### src/rtl/one_bit_full_adder_pkg.sv
// Shared constants and bit-level arithmetic helpers for the one-bit full adder.
package one_bit_full_adder_pkg;

    localparam int DEFAULT_WIDTH = 8;

    function automatic logic fa_sum(input logic a, input logic b, input logic c);
        return a ^ b ^ c;
    endfunction

    function automatic logic fa_carry(input logic a, input logic b, input logic c);
        return (a & b) | (a & c) | (b & c);
    endfunction

endpackage

### src/rtl/one_bit_full_adder_cell.sv
// Purely combinational one-bit full adder leaf (module full_adder_cell).
module full_adder_cell
    import one_bit_full_adder_pkg::*;
(
    input  logic a,
    input  logic b,
    input  logic cin,
    output logic s,
    output logic cout
);

    assign s    = fa_sum(a, b, cin);
    assign cout = fa_carry(a, b, cin);

endmodule

### src/rtl/one_bit_full_adder.sv
// One-bit full adder with registered outputs; define ONE_BIT_FULL_ADDER_SERIAL_EN
// to add LSB-first bit-serial word accumulation (start/sum_word/carry_final/done).
module one_bit_full_adder
    import one_bit_full_adder_pkg::*;
#(
    parameter int WIDTH = DEFAULT_WIDTH
) (
    input  logic             clk,
    input  logic             rst,
    input  logic             X,
    input  logic             Y,
    input  logic             carryIn,
    output logic             Z,
    output logic             carryOut,
    input  logic             in_valid,
    output logic             out_valid,
    output logic             Z_q,
    output logic             carryOut_q
`ifdef ONE_BIT_FULL_ADDER_SERIAL_EN
    ,
    input  logic             start,
    output logic [WIDTH-1:0] sum_word,
    output logic             carry_final,
    output logic             done
`endif
);

    if (WIDTH < 2) begin : g_width_check
        $error("one_bit_full_adder: WIDTH must be at least 2");
    end

    full_adder_cell u_comb_cell (
        .a    (X),
        .b    (Y),
        .cin  (carryIn),
        .s    (Z),
        .cout (carryOut)
    );

    logic reg_z_d, reg_z_q;
    logic reg_cout_d, reg_cout_q;
    logic out_valid_d, out_valid_q;

    // NOTE: always_comb assigns every output a default first so no latch is inferred.
    always_comb begin
        reg_z_d     = reg_z_q;
        reg_cout_d  = reg_cout_q;
        out_valid_d = in_valid;
        if (in_valid) begin
            reg_z_d    = Z;
            reg_cout_d = carryOut;
        end
    end

    // NOTE: sequential state uses non-blocking assignments so every flop samples pre-edge values.
    always_ff @(posedge clk or posedge rst) begin
        if (rst) begin
            reg_z_q     <= 1'b0;
            reg_cout_q  <= 1'b0;
            out_valid_q <= 1'b0;
        end else begin
            reg_z_q     <= reg_z_d;
            reg_cout_q  <= reg_cout_d;
            out_valid_q <= out_valid_d;
        end
    end

    assign Z_q        = reg_z_q;
    assign carryOut_q = reg_cout_q;
    assign out_valid  = out_valid_q;

`ifdef ONE_BIT_FULL_ADDER_SERIAL_EN
    localparam int CNT_W = $clog2(WIDTH + 1);

    logic             ser_cin, ser_sum, ser_cout;
    logic [WIDTH-1:0] shift_d, shift_q;
    logic             carry_d, carry_q;
    logic [CNT_W-1:0] cnt_d, cnt_q;
    logic [WIDTH-1:0] sum_word_d, sum_word_q;
    logic             carry_final_d, carry_final_q;
    logic             done_d, done_q;

    assign ser_cin = start ? carryIn : carry_q;

    full_adder_cell u_serial_cell (
        .a    (X),
        .b    (Y),
        .cin  (ser_cin),
        .s    (ser_sum),
        .cout (ser_cout)
    );

    // bit_cnt == 0 means idle: only a start beat opens a new word.
    always_comb begin
        shift_d       = shift_q;
        carry_d       = carry_q;
        cnt_d         = cnt_q;
        sum_word_d    = sum_word_q;
        carry_final_d = carry_final_q;
        done_d        = 1'b0;
        if (in_valid && (start || cnt_q != '0)) begin
            shift_d = {ser_sum, shift_q[WIDTH-1:1]};
            carry_d = ser_cout;
            cnt_d   = start ? CNT_W'(1) : cnt_q + CNT_W'(1);
            if (cnt_d == CNT_W'(WIDTH)) begin
                sum_word_d    = shift_d;
                carry_final_d = carry_d;
                done_d        = 1'b1;
                cnt_d         = '0;
            end
        end
    end

    always_ff @(posedge clk or posedge rst) begin
        if (rst) begin
            carry_q       <= 1'b0;
            cnt_q         <= '0;
            sum_word_q    <= '0;
            carry_final_q <= 1'b0;
            done_q        <= 1'b0;
        end else begin
            carry_q       <= carry_d;
            cnt_q         <= cnt_d;
            sum_word_q    <= sum_word_d;
            carry_final_q <= carry_final_d;
            done_q        <= done_d;
        end
    end

    // NOTE: the shift register is left unreset; a word is only published after all WIDTH bits are overwritten.
    always_ff @(posedge clk) begin
        shift_q <= shift_d;
    end

    assign sum_word    = sum_word_q;
    assign carry_final = carry_final_q;
    assign done        = done_q;
`endif

endmodule

### config.mk
export PLATFORM = sky130hd
export DESIGN_NAME = one_bit_full_adder
export DESIGN_NICKNAME = d
export VERILOG_FILES = /design/src/rtl/one_bit_full_adder_pkg.sv /design/src/rtl/one_bit_full_adder_cell.sv /design/src/rtl/one_bit_full_adder.sv
export SDC_FILE = /design/constraint.sdc
export NUM_CORES = 1
export LEC_CHECK = 0
export CORE_AREA = 2 2 39 41
export CTS_CLUSTER_SIZE = 28
export DETAILED_ROUTE_END_ITERATION = 8
export DIE_AREA = 0 0 41 43
export PLACE_DENSITY = 0.31
export SLEW_MARGIN = 10
export SYNTH_ARGS = -nofsm -noshare
export SYNTH_HDL_FRONTEND = slang
export SYNTH_SLANG_ARGS = --single-unit
### constraint.sdc
create_clock -name clk -period 1.55 [get_ports clk]
set_clock_uncertainty 0.15 [all_clocks]
set_input_delay 0.155 -clock clk [delete_from_list [all_inputs] [get_ports clk]]
set_output_delay 0.155 -clock clk [all_outputs]
set_load 0.01 [all_outputs]
==> results.yml <==
synth:
  yosysSeqAreaShare_pct: 61.86
  yosys.cell_types.count: 4
  synth_area_leaders: "dfrtp_1 (62%), mux2_2 (19%), fa_1 (16%), inv_1 (3.1%)"
  yosysTopAreaCell: "dfrtp_1"
  ys.warnings.count: 0
  syn_nets: 14
  syn_inst: 7
  ys_seq_elements: 3
  syn_avg_cell_area_um2: 17.34
  syn-cell-area_um2: 121.4
  synth.top_cell.area_share_pct: 61.86
power:
  power_frac_seq_pct: 30.3
  power-per-cell-area_nw_per_um2: 1058
  clkPwrFrac_pct: 44.4
  vdd_drop_max_mv: 0.3662
  combPwrFrac_pct: 25.3
  p_sw_uw: 69.11
  leakage_uw: 0.0001324
  swShare_pct: 22.59
  p_int_uw: 236.8
floorplan:
  initial_utilization_pct: 8.770
  die_height_um: 43
  num_io_pins: 11
  dieArea_um2: 1763
  rows: 14
  design.core.area_um2: 1384
  die_w_um: 41
clock_network:
  numCtsBuffers: 3
  cts_tree: "done"
  clock_sinks: 3
  clk_latency_ns: 0.23
  root_buffer: "clkbuf_4"
  htreeDepth: 1
  path_clk_slew_ns: 0.04
  cts_max_path_buffers: 2
sta:
  rsz0062_at_grt: "no"
  hold_violations: 0
  fin_crit_sh_pct: 90.45
  setup_viol: 0
  fmax_mhz: 713.3
  max-slew-margin-rel_pct: 91.33
  tightest_slew_ns: 0.1297
  fin_setup_tns_ns: 0
  finalMaxSlewViolations: 0
  period_minus_slack_ns: 1.402
  fin_hold_ws_ns: 0.2735
worst_hold_path:
  hp-start: "X"
  whs_path_depth: 3
  whs_endpoint: "carryOut_q$_DFFE_PP0P_"
  hp-class: "input pin to register"
layout:
  n_antenna_cell: 0
  ff_latch_area_um2: 75.07
  multi_input_area_um2: 45.04
  num-fill-cells: 153
  fin_nets: 31
  area_growth_pct: 138.1
  drive_gt1_share_pct: 34.78
worst_setup_path:
  critPathTopFamily: "buffers and inverters"
  r2r_cells: 1
  crit_buf_inv: 1
  cp_slowest_cell: "clkdlybuf4s50_1"
  required_ns: 1.24
  cp-end-kind: "output port"
  slowest_delay_ns: 0.54
  r2r_end: "Z_q$_DFFE_PP0P_"
  arrival_ns: 1.10
  crit-reg2reg-launch: "Z_q$_DFFE_PP0P_"
  start_kind: "register"
  cp_cell_sequence: "clkdlybuf4s50_1"
  critPathKind: "register to output port"
  critPathMaxFanout: 2
  cp.depth: 1
  reg2reg_slack_ns: 0.66
drt:
  first_pass_iters: 2
  routedWlPerCell_um: 9.026
  post-route-drc-count: 0
  wl_um: 352
  avgViaCountPerCell: 2.974
  vias: 116
  ant_nets: 0
  drt_iter0_markers: 1
global_routing:
  grtUsageTotal_pct: 5.533
  gr-total-overflow: 0
  grt_max_degree: 4
  first_global_vias: 133
  grt_pass1_wl_um: 579
  antenna_found_initial: 0
place:
  gp_congestion: 0.6255
  io_buffers: 10
  hpwl_um: 288.2
status:
  outcome: "completed"
flow_run:
  max_cap_viol_count: 0
## worst max path at each step
| stage | from | to | slack (ns) |
|---|---|---|---|
| final | carryOut_q$_DFFE_PP0P_ | carryOut_q | 0.15 |
| after global routing | Z_q$_DFFE_PP0P_ | Z_q | 0.09 |
| after CTS | X | Z | 0.02 |
| after detailed placement | X | Z | -0.44 |
| after global placement | X | Z | -0.46 |
| after floorplan | X | Z_q$_DFFE_PP0P_ | 0.32 |
## power by group through the flow
stage	clock network [uW]	logic (uW)	registers (uW)
3_3_place_gp	0	78.6	94.3
3_5_place_dp	0	77.3	94.3
6_report	136	77.4	92.8
2_1_floorplan	0	19.3	98.8
4_1_cts	145	79.7	93.2
5_1_grt	150	86.6	94.6
## logic make-up (layout without fill, tap and decap cells)
family                     count (synthesis)  count (layout)  synth area share, %
adders and majority gates                  1               1                16.50
buffers and inverters                      1              17                3.090
DFF                                        3               3                61.85
muxes                                      2               2                18.56
## synth_stat cells
master and number:
dfrtp_1 3, mux2_2 2, fa_1 1, inv_1 1
## per-stage QoR
| step | util (%) | instances | total power [uW] | worst slack (ns) | cell area, um2 |
|---|---|---|---|---|---|
| after global placement | 17.99 | 34 | 172.8 | -0.4550 | 249.0 |
| after global routing | 20.89 | 39 | 331.2 | 0.08970 | 289.0 |
| final | 20.89 | 39 | 305.9 | 0.1480 | 289.0 |
| after CTS | 20.71 | 39 | 317.4 | 0.01786 | 286.5 |
| after detailed placement | 17.99 | 34 | 171.5 | -0.4449 | 249.0 |
| after floorplan | - | 7 | 118.1 | 0.3178 | 121.4 |
## cells in the final DEF (no fill, tap or decap), drive strengths merged
| cell | synthesis | routed |
|---|---|---|
| dlymetal6s2s | 0 | 1 |
| inv | 1 | 1 |
| buf | 0 | 2 |
| dlygate4sd3 | 0 | 1 |
| fa | 1 | 1 |
| clkdlybuf4s15 | 0 | 1 |
| clkdlybuf4s50 | 0 | 5 |
| dfrtp | 3 | 3 |
| mux2 | 2 | 2 |
| clkbuf | 0 | 4 |
| dlygate4sd2 | 0 | 2 |
## final cells by class
class	count	area share [%]
Sequential cell	3	25.97
Clock buffer	4	9.091
Tap cell	16	6.926
Inverter	1	1.299
Multi-Input combinational cell	3	15.58
Timing Repair Buffer	12	41.13
## registers in the layout (all words and copies together), names as in the netlist
| signal | flops |
|---|---|
| Z_q | 1 |
| carryOut_q | 1 |
| out_valid | 1 |
## metal layers
| layer | up-vias | wire length (um) | GRT usage [%] |
|---|---|---|---|
| met5 | - | 0 | 0 |
| li1 | 55 | - | - |
| met1 | 48 | 192 | 6.472 |
| met2 | 13 | 98 | 5.313 |
| met4 | 0 | 0 | 2.000 |
| met3 | 0 | 60 | 7.853 |
## what timing repair did
item / in CTS / in global routing
setup endpoints to repair: 2 / 1
hold buffers: 1 / 0
hold endpoints to repair: 3 / 0
gates resized for setup: 10 / 1
buffers inserted: 0 / 0
pin swaps: 1 / 1
(Power assumes the default switching activity.)
